<file path="src/rtl/gecko_writeback_arbiter.sv">
// gecko_writeback_arbiter
//   Owns the single register-file write port. After reset it zero-fills every
//   register address in order, then arbitrates round-robin among NUM_SOURCES
//   writeback producers, driving one registered write per cycle.
//
// Ports:
//   clk        clock
//   rst        asynchronous active-high reset
//   src_valid  per-producer request valid             [NUM_SOURCES-1:0]
//   src_ready  per-producer grant (combinational)     [NUM_SOURCES-1:0]
//   src_addr   packed rd_addr, source i at [i*ADDR_WIDTH +: ADDR_WIDTH]
//   src_value  packed rd_value, source i at [i*DATA_WIDTH +: DATA_WIDTH]
//   wb_valid   registered register-write strobe
//   wb_addr    registered register-write address
//   wb_value   registered register-write data
//   init_done  registered, high once the zero-fill sweep has completed
//
// Optional build macro:
//   GECKO_WRITEBACK_R0_FILTER_EN  granted requests to rd_addr 0 are accepted
//                                 but produce no write (sweep is unaffected)
module gecko_writeback_arbiter #(
  parameter int NUM_SOURCES = 3,
  parameter int ADDR_WIDTH  = 5,
  parameter int DATA_WIDTH  = 32
) (
  input  logic                              clk,
  input  logic                              rst,
  input  logic [NUM_SOURCES-1:0]            src_valid,
  output logic [NUM_SOURCES-1:0]            src_ready,
  input  logic [NUM_SOURCES*ADDR_WIDTH-1:0] src_addr,
  input  logic [NUM_SOURCES*DATA_WIDTH-1:0] src_value,
  output logic                              wb_valid,
  output logic [ADDR_WIDTH-1:0]             wb_addr,
  output logic [DATA_WIDTH-1:0]             wb_value,
  output logic                              init_done
);

  localparam int PW = $clog2(NUM_SOURCES);

`ifdef GECKO_WRITEBACK_R0_FILTER_EN
  localparam bit R0_FILTER = 1'b1;
`else
  localparam bit R0_FILTER = 1'b0;
`endif

  localparam logic [0:0] SWEEP = 1'b0;
  localparam logic [0:0] RUN   = 1'b1;

  logic [0:0]            state;
  logic [ADDR_WIDTH-1:0] sweep_cnt;
  logic [PW-1:0]         rr_ptr;

  logic                  grant_found;
  logic [PW-1:0]         grant_idx;
  logic [PW-1:0]         next_ptr;
  logic [ADDR_WIDTH-1:0] sel_addr;
  logic [DATA_WIDTH-1:0] sel_value;
  logic                  drop_r0;

  // Scan sources starting at rr_ptr; the index wraps explicitly at
  // NUM_SOURCES since NUM_SOURCES need not be a power of two.
  always_comb begin
    logic [PW:0] scan;
    scan        = '0;
    grant_found = 1'b0;
    grant_idx   = '0;
    for (int unsigned k = 0; k < NUM_SOURCES; k++) begin
      scan = {1'b0, rr_ptr} + (PW+1)'(k);
      if (scan >= (PW+1)'(NUM_SOURCES))
        scan = scan - (PW+1)'(NUM_SOURCES);
      if (!grant_found && src_valid[scan[PW-1:0]]) begin
        grant_found = 1'b1;
        grant_idx   = scan[PW-1:0];
      end
    end
  end

  always_comb begin
    sel_addr  = '0;
    sel_value = '0;
    for (int unsigned k = 0; k < NUM_SOURCES; k++) begin
      if (grant_idx == PW'(k)) begin
        sel_addr  = src_addr[k*ADDR_WIDTH +: ADDR_WIDTH];
        sel_value = src_value[k*DATA_WIDTH +: DATA_WIDTH];
      end
    end
  end

  always_comb begin
    src_ready = '0;
    for (int unsigned k = 0; k < NUM_SOURCES; k++)
      src_ready[k] = (state == RUN) && grant_found && (grant_idx == PW'(k));
  end

  assign next_ptr = (grant_idx == PW'(NUM_SOURCES-1)) ? '0 : grant_idx + 1'b1;
  assign drop_r0  = R0_FILTER && (sel_addr == '0);

  always_ff @(posedge clk or posedge rst) begin
    if (rst) begin
      state     <= SWEEP;
      sweep_cnt <= '0;
      rr_ptr    <= '0;
      wb_valid  <= 1'b0;
      wb_addr   <= '0;
      wb_value  <= '0;
      init_done <= 1'b0;
    end else begin
      case (state)
        SWEEP: begin
          wb_valid  <= 1'b1;
          wb_addr   <= sweep_cnt;
          wb_value  <= '0;
          sweep_cnt <= sweep_cnt + 1'b1;
          if (sweep_cnt == '1) begin
            state     <= RUN;
            init_done <= 1'b1;
          end
        end
        default: begin
          // In RUN a found grant is always a transfer: ready mirrors the grant.
          if (grant_found) begin
            rr_ptr <= next_ptr;
            if (drop_r0) begin
              wb_valid <= 1'b0;
            end else begin
              wb_valid <= 1'b1;
              wb_addr  <= sel_addr;
              wb_value <= sel_value;
            end
          end else begin
            wb_valid <= 1'b0;
          end
        end
      endcase
    end
  end

endmodule

</file>
<file path="config.mk">
export PLATFORM = sky130hd
export DESIGN_NAME = gecko_writeback_arbiter
export DESIGN_NICKNAME = d
export VERILOG_FILES = /design/src/rtl/gecko_writeback_arbiter.sv
export SDC_FILE = /design/constraint.sdc
export NUM_CORES = 1
export LEC_CHECK = 0
export ABC_AREA = 1
export CAP_MARGIN = 20
export CORE_ASPECT_RATIO = 1.4
export CORE_MARGIN = 8
export CORE_UTILIZATION = 48
export DETAILED_ROUTE_END_ITERATION = 16
export DONT_BUFFER_PORTS = 1
export PLACE_DENSITY = 0.65
export SLEW_MARGIN = 10
export SYNTH_ARGS = -nofsm -noshare
export SYNTH_HDL_FRONTEND = slang
export SYNTH_SLANG_ARGS = --single-unit
</file>
<file path="constraint.sdc">
create_clock -name clk -period 6.9 [get_ports clk]
set_input_delay 1.38 -clock clk [delete_from_list [all_inputs] [get_ports clk]]
set_output_delay 1.38 -clock clk [all_outputs]
set_load 0.005 [all_outputs]
</file>
==> results of run 1 <==
[routing by layer]
| metal | wire (um) | up-vias |
|---|---|---|
| met2 | 4230 | 109 |
| met4 | 92 | 0 |
| met1 | 3070 | 1183 |
| met5 | 0 | - |
| li1 | - | 1395 |
| met3 | 1110 | 8 |
[area by class of cell]
class	instances	area, um2	share of cell area
diodes	1	2.50	0.000803
clock buffers	6	72.6	0.0233
multi-input cells	355	1550	0.498
inverters	40	150	0.0482
flip-flops and latches	47	1180	0.377
clock inverters	1	30.0	0.00963
well taps	72	90.1	0.0289
repair buffers	4	42.5	0.0136
[final timing paths]
path / endpoint / slack, ns / cells past startpoint / startpoint
worst max-delay path: src_ready[1] / 2.49 / 8 / src_valid[2]
worst min-delay path: wb_value[0] / 0.52 / 2 / wb_value[0]
worst max register to register: wb_addr[0] / 4.07 / 15 / rr_ptr[0]
worst min register to register: wb_value[0] / 0.52 / 2 / wb_value[0]
max in group asynchronous: wb_value[17] / 5.55 / 2 / rst
min in group asynchronous: wb_addr[0] / 0.88 / 1 / rst
[metrics by stage]
| step | worst slack, ns | cells | hold slack (ns) | area, um2 | total power, mW |
|---|---|---|---|---|---|
| 5_1_grt | 2.29 | 526 | 0.540 | 3120 | 2.37 |
| 6_report | 2.49 | 526 | 0.520 | 3120 | 2.11 |
| 3_3_place_gp | 2.60 | 517 | 0.505 | 2990 | 1.90 |
| 2_1_floorplan | 3.16 | 463 | 0.468 | 2990 | 1.68 |
| 3_5_place_dp | 2.51 | 517 | 0.506 | 2990 | 1.94 |
| 4_1_cts | 2.50 | 524 | 0.527 | 3100 | 2.15 |
[sequential cells by signal, summed over array words and instances, names as in the netlist]
register   cells
wb_value      32
sweep_cnt      5
wb_addr        5
rr_ptr         2
init_done      1
state          1
wb_valid       1
[worst min-delay path, stage by stage, from the launching register on]
cell                      delay, ns
sky130_fd_sc_hd__dfrtp_1       0.38
sky130_fd_sc_hd__nand2_1       0.06
sky130_fd_sc_hd__nand2_1       0.05
[cells in the final DEF (no fill, tap or decap)]
master / instances
sky130_fd_sc_hd__o21ai_0: 3
sky130_fd_sc_hd__nand2_2: 2
sky130_fd_sc_hd__nor3_2: 1
sky130_fd_sc_hd__bufinv_16: 1
sky130_fd_sc_hd__diode_2: 1
sky130_fd_sc_hd__nand4_1: 4
sky130_fd_sc_hd__a21oi_4: 1
sky130_fd_sc_hd__and2_1: 1
sky130_fd_sc_hd__ha_1: 6
sky130_fd_sc_hd__dfrtp_1: 47
sky130_fd_sc_hd__o21ai_1: 6
sky130_fd_sc_hd__clkbuf_8: 5
sky130_fd_sc_hd__nand3b_1: 1
sky130_fd_sc_hd__a21oi_1: 5
sky130_fd_sc_hd__xor2_1: 2
sky130_fd_sc_hd__nand2_1: 213
sky130_fd_sc_hd__or2_0: 4
sky130_fd_sc_hd__nor2_2: 2
sky130_fd_sc_hd__nand4_2: 1
sky130_fd_sc_hd__buf_12: 1
sky130_fd_sc_hd__nor2_1: 50
sky130_fd_sc_hd__xnor2_1: 1
sky130_fd_sc_hd__o21bai_1: 3
sky130_fd_sc_hd__clkbuf_1: 1
sky130_fd_sc_hd__nand3_1: 49
sky130_fd_sc_hd__inv_2: 6
sky130_fd_sc_hd__inv_1: 34
sky130_fd_sc_hd__buf_4: 3
[logic make-up after synthesis]
| kind of cell | share of synthesized area |
|---|---|
| flip-flops | 0.393 |
| buffers and inverters | 0.0886 |
| XOR/XNOR | 0.00878 |
| AND/OR/NAND/NOR | 0.448 |
| AO/OA/AOI/OAI | 0.0364 |
| adder cells (fa/ha/maj) | 0.0251 |
[power breakdown]
| group | total [mW] | internal (mW) | leakage (nW) | switching, mW |
|---|---|---|---|---|
| sequential | 0.533 | 0.424 | 0.559 | 0.109 |
| clock | 0.201 | 0.106 | 0.0513 | 0.0949 |
| combinational | 1.38 | 0.445 | 1.09 | 0.933 |
| total | 2.11 | 0.976 | 1.70 | 1.14 |
==> metrics.log, run 1 <==
[metrics] status: finished, final reports clean
[metrics] wire length per cell: 16.2 um
[metrics] fillcell total: 660
[metrics] TritonCTS Buffers: 5
[metrics] die footprint: 9050 um2
[metrics] total of hold buffers inserted after clock tree synthesis: 0
[metrics] drt pass-1 iters: 4
[metrics] Root Buffer Master: sky130_fd_sc_hd__clkbuf_8
[metrics] Worst setup EP type: output pin
[metrics] pin count of the biggest net entering global routing: 61
[metrics] maximum level of the CTS H-tree: 2
[metrics] slowest stage delay, CP: 0.54 ns
[metrics] worst min-delay path category: flop to flop
[metrics] Fmax: 227 MHz
[metrics] final setup violating endpoints: 0
[metrics] count of standard-cell rows: 34
[metrics] utilization after layout: 0.509
[metrics] number of warnings printed during yosys synthesis: 0
[metrics] number of flops mapped to enable cells by yosys: 0
[metrics] Core Footprint: 6130 um2
[metrics] post-cts resize count: 0
[metrics] dominant cell by count in the synthesized netlist: sky130_fd_sc_hd__nand2_1
[metrics] largest cells by area after synthesis: sky130_fd_sc_hd__dfrtp_1 (39%), sky130_fd_sc_hd__nand2_1 (27%), sky130_fd_sc_hd__nand3_1 (8.2%)
[metrics] clock tree from TritonCTS: built
[metrics] part of the Yosys area used for sequential elements: 0.393
[metrics] DR iter-0 viols: 84
[metrics] worst relative slew slack: 0.387
[metrics] Worst-Skew Late Latency: 0.30 ns
[metrics] number of nets at the end of the flow: 575
[metrics] Setup CP Type: input pin to output pin
[metrics] number of global-route vias before repair: 2,704
[metrics] category of the worst setup path launch point: input pin
[metrics] overall die height: 109 um
[metrics] post-synth net total: 585
[metrics] most used routing layer: met2
[metrics] number of max-capacitance violations reported: 0
[metrics] post-synthesis cell type with the largest combined area: sky130_fd_sc_hd__dfrtp_1
[metrics] GRT met1 Usage: 0.183
[metrics] maximum fanout count along the critical path: 28
[metrics] number of sinks handled by clock tree synthesis: 47
[metrics] share of flip-flops with an asynchronous set or reset: 1.00
[metrics] critical path's most frequent cell: sky130_fd_sc_hd__nand2_1
[metrics] area grow syn2layout: 4.18%
[metrics] final hold violation count: 0
[metrics] final global-route overflow total: 0
[metrics] number of port buffers: 0
[metrics] post-route minimum period: 4.41 ns
[metrics] worst path bufs/invs: 1
[metrics] number of unique standard cell types used by synthesis: 27
[metrics] layout cell share with drive strength beyond 1: 0.0508
[metrics] leakage power: 1.70 nW
[metrics] Routability Congestion: 0.821
[metrics] Worst path slowest cell: sky130_fd_sc_hd__nand2_1
[metrics] crit path DAT: 3.03 ns
[metrics] Max Clock Skew: 0.00241 ns
[metrics] global-route wire length before repair: 12.9 mm
[metrics] number of remaining DRC errors: 0
[metrics] pins over their slew limit: 0
[metrics] slew at the pin closest to its max-slew limit: 0.917 ns
[metrics] top flip-flop cell by instance count after synthesis: sky130_fd_sc_hd__dfrtp_1
[metrics] clock transition time at the flip-flop clock pins of the worst setup and hold paths: 0.09 ns
[metrics] RSZ-0062 raised after global routing: no
[metrics] average cell area after synthesis: 6.46 um2
[metrics] Horiz. Die Dim: 82.7 um
[metrics] number of buffers inserted by post-CTS setup repair: 0
[metrics] synthesized flop and latch total: 47
[metrics] family with the most delay on the worst path: simple AND/OR/NAND/NOR gates
[metrics] hpwl dp: 6.50 mm
[metrics] Syn Inst Count: 463
[metrics] worst vdd rail ir drop: 0.000598 V
[metrics] gr usage total: 0.183
[metrics] vias after detailed routing: 2,695
[metrics] met2 layer usage reported by global route: 0.329
[metrics] ratio of final minimum period to clock period: 0.640
[metrics] area share of the leading cell type in the synthesized netlist: 0.393
[metrics] starting density of the core: 0.489
[metrics] Post-Syn Area: 2990 um2
[metrics] P per Cell Area: 677 nW/um2
[metrics] DRT Wirelength: 8.50 mm
[metrics] met3 usage: 0.0835
[metrics] number of buffers on the longest clock path: 2
[metrics] initial antenna violation count: 1
[metrics] remaining antenna violation count: 0
[metrics] cell breakdown of the critical path: inv_1 -> o21ai_1 -> nand2_1 -> nand2_1 -> nand2_1 -> nand2_1 -> nand2_1 -> nor2_1
[metrics] setup tns final: 0 ns
[metrics] I/O pin cnt: 158
[metrics] commonest cells in the synthesized netlist: sky130_fd_sc_hd__nand2_1 (213), sky130_fd_sc_hd__nor2_1 (51), sky130_fd_sc_hd__nand3_1 (49), sky130_fd_sc_hd__dfrtp_1 (47), sky130_fd_sc_hd__inv_1 (35)
[metrics] vias per std cell: 5.12
[metrics] Worst EP required: 5.52 ns
Note: power is estimated with default switching activity, not from simulation.
==> run 2, diff against run 1 <==
Clock period 6.9 ns to 4.1 ns, I/O delays scaled along.
==> metrics.log, run 2 (same netlist as run 1, synthesis figures left out) <==
[metrics] largest registers: wb_value (32), sweep_cnt (5), wb_addr (5) (unchanged)
[metrics] DRT Wirelength: 8.76 mm (was 8.50 mm)
[metrics] worst min-delay path category: input pin to asynchronous set/reset pin (was flop to flop)
[metrics] status: finished, final reports clean (unchanged)
[metrics] DR iter-0 viols: 107 (was 84)
[metrics] area used by multi-input combinational logic: 1550 um2 (unchanged)
[metrics] number of global-route vias before repair: 2,788 (was 2,704)
[metrics] number of nets at the end of the flow: 577 (was 575)
[metrics] max reg flops: 32 (unchanged)
[metrics] layout cell share with drive strength beyond 1: 0.0570 (was 0.0508)
[metrics] number of sinks handled by clock tree synthesis: 47 (unchanged)
[metrics] vias per std cell: 5.27 (was 5.12)
[metrics] leakage power: 1.71 nW (was 1.70 nW)
[metrics] worst vdd rail ir drop: 0.000722 V (was 0.000598 V)
[metrics] Horiz. Die Dim: 82.7 um (unchanged)
[metrics] Most flops, register: wb_value (unchanged)
[metrics] post-route minimum period: 3.16 ns
[metrics] clock tree from TritonCTS: built (unchanged)
[metrics] final hold violation count: 0 (unchanged)
[metrics] overall die height: 109 um (unchanged)
[metrics] number of max-capacitance violations reported: 0 (unchanged)
[metrics] crit path DAT: 2.34 ns (was 3.03 ns)
[metrics] number of port buffers: 0 (unchanged)
[metrics] RSZ-0062 raised after global routing: no (unchanged)
[metrics] clock transition time at the flip-flop clock pins of the worst setup and hold paths: 0.09 ns (about the same)
[metrics] number of remaining DRC errors: 0 (unchanged)
[metrics] post-cts resize count: 0 (unchanged)
[metrics] final setup slack of the worst path: 0.936 ns (was 2.49 ns)
[metrics] area grow syn2layout: 4.52% (was 4.18%)
[metrics] slew at the pin closest to its max-slew limit: 0.784 ns (was 0.917 ns)
[metrics] ratio of final minimum period to clock period: 0.772
[metrics] sequential cell area: 1180 um2 (unchanged)
[metrics] Worst EP required: 3.28 ns (was 5.52 ns)
[metrics] TritonCTS Buffers: 5 (unchanged)
[metrics] count of standard-cell rows: 34 (unchanged)
[metrics] utilization after layout: 0.511 (was 0.509)
[metrics] pre-CTS setup slack: 1.17 ns (was 2.51 ns)
[metrics] gr usage total: 0.187 (was 0.183)
[metrics] leading cell types in the layout, fill and taps excluded: sky130_fd_sc_hd__nand2_1 (213), sky130_fd_sc_hd__nor2_1 (50), sky130_fd_sc_hd__nand3_1 (49), sky130_fd_sc_hd__dfrtp_1 (47), sky130_fd_sc_hd__inv_1 (34) (unchanged)
[metrics] final global-route overflow total: 0 (unchanged)
[metrics] I/O pin cnt: 158 (unchanged)
[metrics] number of buffers on the longest clock path: 2 (unchanged)
[metrics] pin count of the biggest net entering global routing: 60 (was 61)
[metrics] die footprint: 9050 um2 (unchanged)
[metrics] placed instance count: 519 (was 517)
[metrics] hpwl dp: 6.77 mm (was 6.50 mm)
[metrics] worst relative slew slack: 0.477 (was 0.387)
[metrics] vias after detailed routing: 2,782 (was 2,695)
[metrics] Routability Congestion: 0.806 (was 0.821)
[metrics] count of non-filler cells in the finished layout: 528 (was 526)
[metrics] Worst setup EP type: output pin (unchanged)
[metrics] maximum fanout count along the critical path: 24 (was 28)
[metrics] Fmax: 316 MHz
[metrics] Worst-Skew Late Latency: 0.29 ns (was 0.30 ns)
[metrics] R2R cell count: 14 (was 15)
[metrics] number of buffers inserted by post-CTS setup repair: 0 (unchanged)
[metrics] wire length per cell: 16.6 um (was 16.2 um)
[metrics] most common library cell in the layout ignoring fill and taps: sky130_fd_sc_hd__nand2_1 (unchanged)
[metrics] P per Cell Area: 1150 nW/um2 (was 677 nW/um2)
[metrics] global-route wire length before repair: 13.2 mm (was 12.9 mm)
[metrics] Root Buffer Master: sky130_fd_sc_hd__clkbuf_8 (unchanged)
[metrics] pins over their slew limit: 0 (unchanged)
[metrics] starting density of the core: 0.489 (unchanged)
[metrics] total of hold buffers inserted after clock tree synthesis: 0 (unchanged)
[metrics] setup tns final: 0 ns (unchanged)
[metrics] Core Footprint: 6130 um2 (unchanged)
[metrics] category of the worst setup path launch point: flop (was input pin)
[metrics] remaining antenna violation count: 0 (unchanged)
[metrics] fillcell total: 658 (was 660)
[metrics] Max Clock Skew: 0.00827 ns (was 0.00241 ns)
[metrics] number of antenna diodes: 0 (was 1)
[metrics] Setup CP Type: flop to output pin (was input pin to output pin)
[metrics] maximum level of the CTS H-tree: 2 (unchanged)
[metrics] initial antenna violation count: 0 (was 1)
[metrics] drt pass-1 iters: 4 (unchanged)
[metrics] final setup violating endpoints: 0 (unchanged)
[run 2: cell types whose count changed in the layout (fill, tap and decap cells not counted), sizes merged]
cell,previous run,this run
bufinv,1,0
clkbuf,6,8
buf,4,6
diode,1,0
[run 2: final timing paths]
path | from | endpoint | slack [ns]
worst max-delay path | rr_ptr[1] | src_ready[0] | 0.94
worst min-delay path | rst | wb_value[27] | 0.40
worst max register to register | rr_ptr[1] | wb_value[31] | 1.35
worst min register to register | wb_value[11] | wb_value[11] | 0.52
max in group asynchronous | rst | wb_value[13] | 3.20
min in group clk | wb_value[11] | wb_value[11] | 0.52
[run 2: stage by stage]
| stage | hold WS [ns] | area, um2 | total power [mW] |
|---|---|---|---|
| 2_1_floorplan | 0.468 | 2990 | 2.83 |
| 3_3_place_gp | 0.505 | 3010 | 3.25 |
| 3_5_place_dp | 0.505 | 3010 | 3.34 |
| 4_1_cts | 0.529 | 3110 | 3.66 |
| 5_1_grt | 0.417 | 3130 | 4.02 |
| 6_report | 0.400 | 3130 | 3.59 |
[run 2: final cells by class]
type,instances,area share
Tap cell,72,0.0288
Sequential cell,47,0.376
Multi-Input combinational cell,355,0.497
Timing Repair Buffer,6,0.0184
Inverter,40,0.0480
Clock buffer,8,0.0320
[run 2: routing by layer]
metal,wire length [um],track usage,vias to the layer above
li1,-,-,1404
met5,0,0,-
met1,3140,0.190,1277
met3,1040,0.0753,4
met4,51,0.0557,0
met2,4530,0.338,97
[run 2: worst max-delay path, cell delays in order, from the launching register on]
cell and delay (ns):
sky130_fd_sc_hd__dfrtp_1 0.41, sky130_fd_sc_hd__inv_1 0.10, sky130_fd_sc_hd__ha_1 0.20, sky130_fd_sc_hd__inv_2 0.08, sky130_fd_sc_hd__nand2_1 0.08, sky130_fd_sc_hd__nand3_1 0.10, sky130_fd_sc_hd__nand2_1 0.20, sky130_fd_sc_hd__nand2_1 0.08
sky130_fd_sc_hd__nand2_1 0.12, sky130_fd_sc_hd__nand2_2 0.31, sky130_fd_sc_hd__nor3_2 0.36
[run 2: power breakdown]
part	internal, mW	switching (mW)
Combinational	0.768	1.62
Clock	0.154	0.149
Sequential	0.714	0.184
Total	1.64	1.95
==> run 3, diff against run 2 <==
Settings changed: PLACE_DENSITY 0.65 to 0.67.
Clock period 4.1 ns to 2.62 ns, I/O delays scaled along.
==> metrics.log, run 3 (same netlist as run 1, synthesis figures left out) <==
[metrics] remaining antenna violation count: 0 (unchanged)
[metrics] vias after detailed routing: 2,864 (was 2,782)
[metrics] crit path DAT: 2.03 ns (was 2.34 ns)
[metrics] instance area at placement: 3070 um2 (was 3010 um2)
[metrics] destination of the worst register-to-register timing path: wb_value[8] (was wb_value[31])
[metrics] Horiz. Die Dim: 82.7 um (unchanged)
[metrics] final setup violating endpoints: 0 (unchanged)
[metrics] category of the worst setup path launch point: flop (unchanged)
[metrics] DR iter-0 viols: 126 (was 107)
[metrics] ratio of final minimum period to clock period: 0.976
[metrics] wire length per cell: 16.2 um (was 16.6 um)
[metrics] drt pass-1 iters: 4 (unchanged)
[metrics] worst vdd rail ir drop: 0.00113 V (was 0.000722 V)
[metrics] fraction of power consumed by sequential logic: 0.229 (was 0.250)
[metrics] initial antenna violation count: 0 (unchanged)
[metrics] cell-internal power: 2.90 mW (was 1.64 mW)
[metrics] Worst setup EP type: output pin (unchanged)
[metrics] fillcell total: 617 (was 658)
[metrics] clock tree from TritonCTS: built (unchanged)
[metrics] number of global-route vias before repair: 2,791 (was 2,788)
[metrics] number of nets at the end of the flow: 588 (was 577)
[metrics] leading cell types in the layout, fill and taps excluded: sky130_fd_sc_hd__nand2_1 (206), sky130_fd_sc_hd__nand3_1 (48), sky130_fd_sc_hd__nor2_1 (47), sky130_fd_sc_hd__dfrtp_1 (47), sky130_fd_sc_hd__inv_1 (34) (was sky130_fd_sc_hd__nand2_1 (213), sky130_fd_sc_hd__nor2_1 (50), sky130_fd_sc_hd__nand3_1 (49), sky130_fd_sc_hd__dfrtp_1 (47), sky130_fd_sc_hd__inv_1 (34))
[metrics] Routability Congestion: 0.795 (was 0.806)
[metrics] final global-route overflow total: 0 (unchanged)
[metrics] layout cell share with drive strength beyond 1: 0.111 (was 0.0570)
[metrics] net switching share of the total power: 0.526 (was 0.544)
[metrics] Max Clock Skew: 0.0122 ns (was 0.00827 ns)
[metrics] vias per std cell: 5.31 (was 5.27)
[metrics] number of max-capacitance violations reported: 0 (unchanged)
[metrics] area grow syn2layout: 11.2% (was 4.52%)
[metrics] number of port buffers: 0 (unchanged)
[metrics] startpoint of the lowest-slack register-to-register path: rr_ptr[1] (unchanged)
[metrics] gr usage total: 0.184 (was 0.187)
[metrics] largest registers: wb_value (32), sweep_cnt (5), wb_addr (5) (unchanged)
[metrics] Worst EP required: 2.10 ns (was 3.28 ns)
[metrics] maximum level of the CTS H-tree: 2 (unchanged)
[metrics] status: finished, final reports clean (unchanged)
[metrics] clock power share: 0.078 (was 0.084)
[metrics] Setup CP Type: flop to output pin (unchanged)
[metrics] total of hold buffers inserted after clock tree synthesis: 0 (unchanged)
[metrics] Root Buffer Master: sky130_fd_sc_hd__clkbuf_8 (unchanged)
[metrics] DRT Wirelength: 8.74 mm (was 8.76 mm)
[metrics] TritonCTS Buffers: 5 (unchanged)
[metrics] starting density of the core: 0.489 (unchanged)
[metrics] post-route minimum period: 2.56 ns
[metrics] most common library cell in the layout ignoring fill and taps: sky130_fd_sc_hd__nand2_1 (unchanged)
[metrics] pins over their slew limit: 0 (unchanged)
[metrics] global-route wire length before repair: 13.0 mm (was 13.2 mm)
[metrics] clock transition time at the flip-flop clock pins of the worst setup and hold paths: 0.09 ns (about the same)
[metrics] number of remaining DRC errors: 0 (unchanged)
[metrics] Most flops, register: wb_value (unchanged)
[metrics] worst min-delay path category: input pin to asynchronous set/reset pin (unchanged)
[metrics] final hold violation count: 0 (unchanged)
[metrics] count of standard-cell rows: 34 (unchanged)
[metrics] P per Cell Area: 1840 nW/um2 (was 1150 nW/um2)
[metrics] count of non-filler cells in the finished layout: 539 (was 528)
[metrics] pin count of the biggest net entering global routing: 47 (was 60)
[metrics] utilization after layout: 0.543 (was 0.511)
[metrics] Core Footprint: 6130 um2 (unchanged)
[metrics] overall die height: 109 um (unchanged)
[metrics] final non-filler cell area: 3330 um2 (was 3130 um2)
[metrics] number of antenna diodes: 0 (unchanged)
[metrics] Power, Total: 6.11 mW (was 3.59 mW)
[metrics] max reg flops: 32 (unchanged)
[metrics] R2R cell count: 12 (was 14)
[metrics] number of sinks handled by clock tree synthesis: 47 (unchanged)
[metrics] Worst-Skew Late Latency: 0.30 ns (was 0.29 ns)
[metrics] placed instance count: 525 (was 519)
[metrics] slew at the pin closest to its max-slew limit: 0.503 ns (was 0.784 ns)
[metrics] reported net switching power: 3.22 mW (was 1.95 mW)
[metrics] maximum fanout count along the critical path: 8 (was 24)
[metrics] number of buffers on the longest clock path: 2 (unchanged)
[metrics] hpwl dp: 6.86 mm (was 6.77 mm)
[metrics] worst relative slew slack: 0.664 (was 0.477)
[metrics] setup tns final: 0 ns (unchanged)
[metrics] setup slack of the worst register-to-register path: 0.36 ns (was 1.35 ns)
[metrics] Fmax: 391 MHz
[metrics] proportion of power drawn by combinational gates: 0.692 (was 0.665)
[metrics] I/O pin cnt: 158 (unchanged)
[metrics] die footprint: 9050 um2 (unchanged)
[metrics] leakage power: 1.77 nW (was 1.71 nW)
-- run 3: cell types whose count changed in the layout (fill, tap and decap cells not counted), moves of 2 or more --
cell | previous run | this run
sky130_fd_sc_hd__inv_2 | 6 | 4
sky130_fd_sc_hd__buf_4 | 5 | 15
sky130_fd_sc_hd__nand2_4 | 0 | 3
sky130_fd_sc_hd__nor2_4 | 0 | 2
sky130_fd_sc_hd__nor2_1 | 50 | 47
sky130_fd_sc_hd__nand2_2 | 2 | 5
sky130_fd_sc_hd__nand2_1 | 213 | 206
sky130_fd_sc_hd__ha_1 | 6 | 4
-- run 3: per-layer routing --
layer	wire, um	track usage	vias to the layer above
li1	-	-	1426
met1	2950	0.184	1306
met2	4440	0.331	115
met3	1130	0.0777	17
met4	213	0.0569	0
met5	0	0	-
-- run 3: layout make-up --
type,count,area [um2],area share
inverter,40,158,0.0474
timing repair buffer,17,144,0.0432
tap,72,90.1,0.0271
sequential,47,1180,0.353
clock buffer,7,96.3,0.0289
clock inverter,1,7.51,0.00226
multi-input combinational,355,1660,0.498
-- run 3: worst max-delay path: stages, from the launching register on --
cell                      delay [ns]
sky130_fd_sc_hd__dfrtp_1        0.41
sky130_fd_sc_hd__buf_6          0.13
sky130_fd_sc_hd__ha_4           0.31
sky130_fd_sc_hd__inv_4          0.04
sky130_fd_sc_hd__nand2_2        0.05
sky130_fd_sc_hd__nand2_2        0.06
sky130_fd_sc_hd__a21oi_4        0.22
sky130_fd_sc_hd__nand4_4        0.18
sky130_fd_sc_hd__nand2_8        0.15
sky130_fd_sc_hd__inv_6          0.05
sky130_fd_sc_hd__nor2_4         0.14
-- run 3: per-stage QoR --
stage                     setup slack [ns]  hold WS [ns]
after floorplan                      0.300         0.468
after global placement               0.196         0.457
after detailed placement             0.144         0.470
after CTS                          -0.0221         0.132
after global routing               -0.0269         0.147
final                               0.0621         0.121
-- run 3: power by group through the flow --
stage / Clock [mW] / Combinational (mW) / Sequential, mW
2_1_floorplan: 0 / 3.11 / 1.31
3_3_place_gp: 0 / 3.80 / 1.42
3_5_place_dp: 0 / 3.91 / 1.42
4_1_cts: 0.501 / 4.00 / 1.41
5_1_grt: 0.529 / 4.88 / 1.44
6_report: 0.478 / 4.23 / 1.40
-- run 3: worst max path at each step --
stage,from,endpoint,slack (ns),depth (start not counted)
floorplan,rr_ptr[0],src_ready[2],0.30,11
global placement,rr_ptr[0],src_ready[2],0.20,10
detailed placement,rr_ptr[0],src_ready[2],0.14,10
CTS,rr_ptr[0],src_ready[2],-0.02,10
global route,rr_ptr[1],src_ready[2],-0.03,10
finish,rr_ptr[1],src_ready[2],0.06,10
-- run 3: repair_timing --
item	in CTS	in global routing
pin swaps	0	8
gates resized for setup	8	19
buffers inserted	0	6
endpoints found under the setup margin	3	4
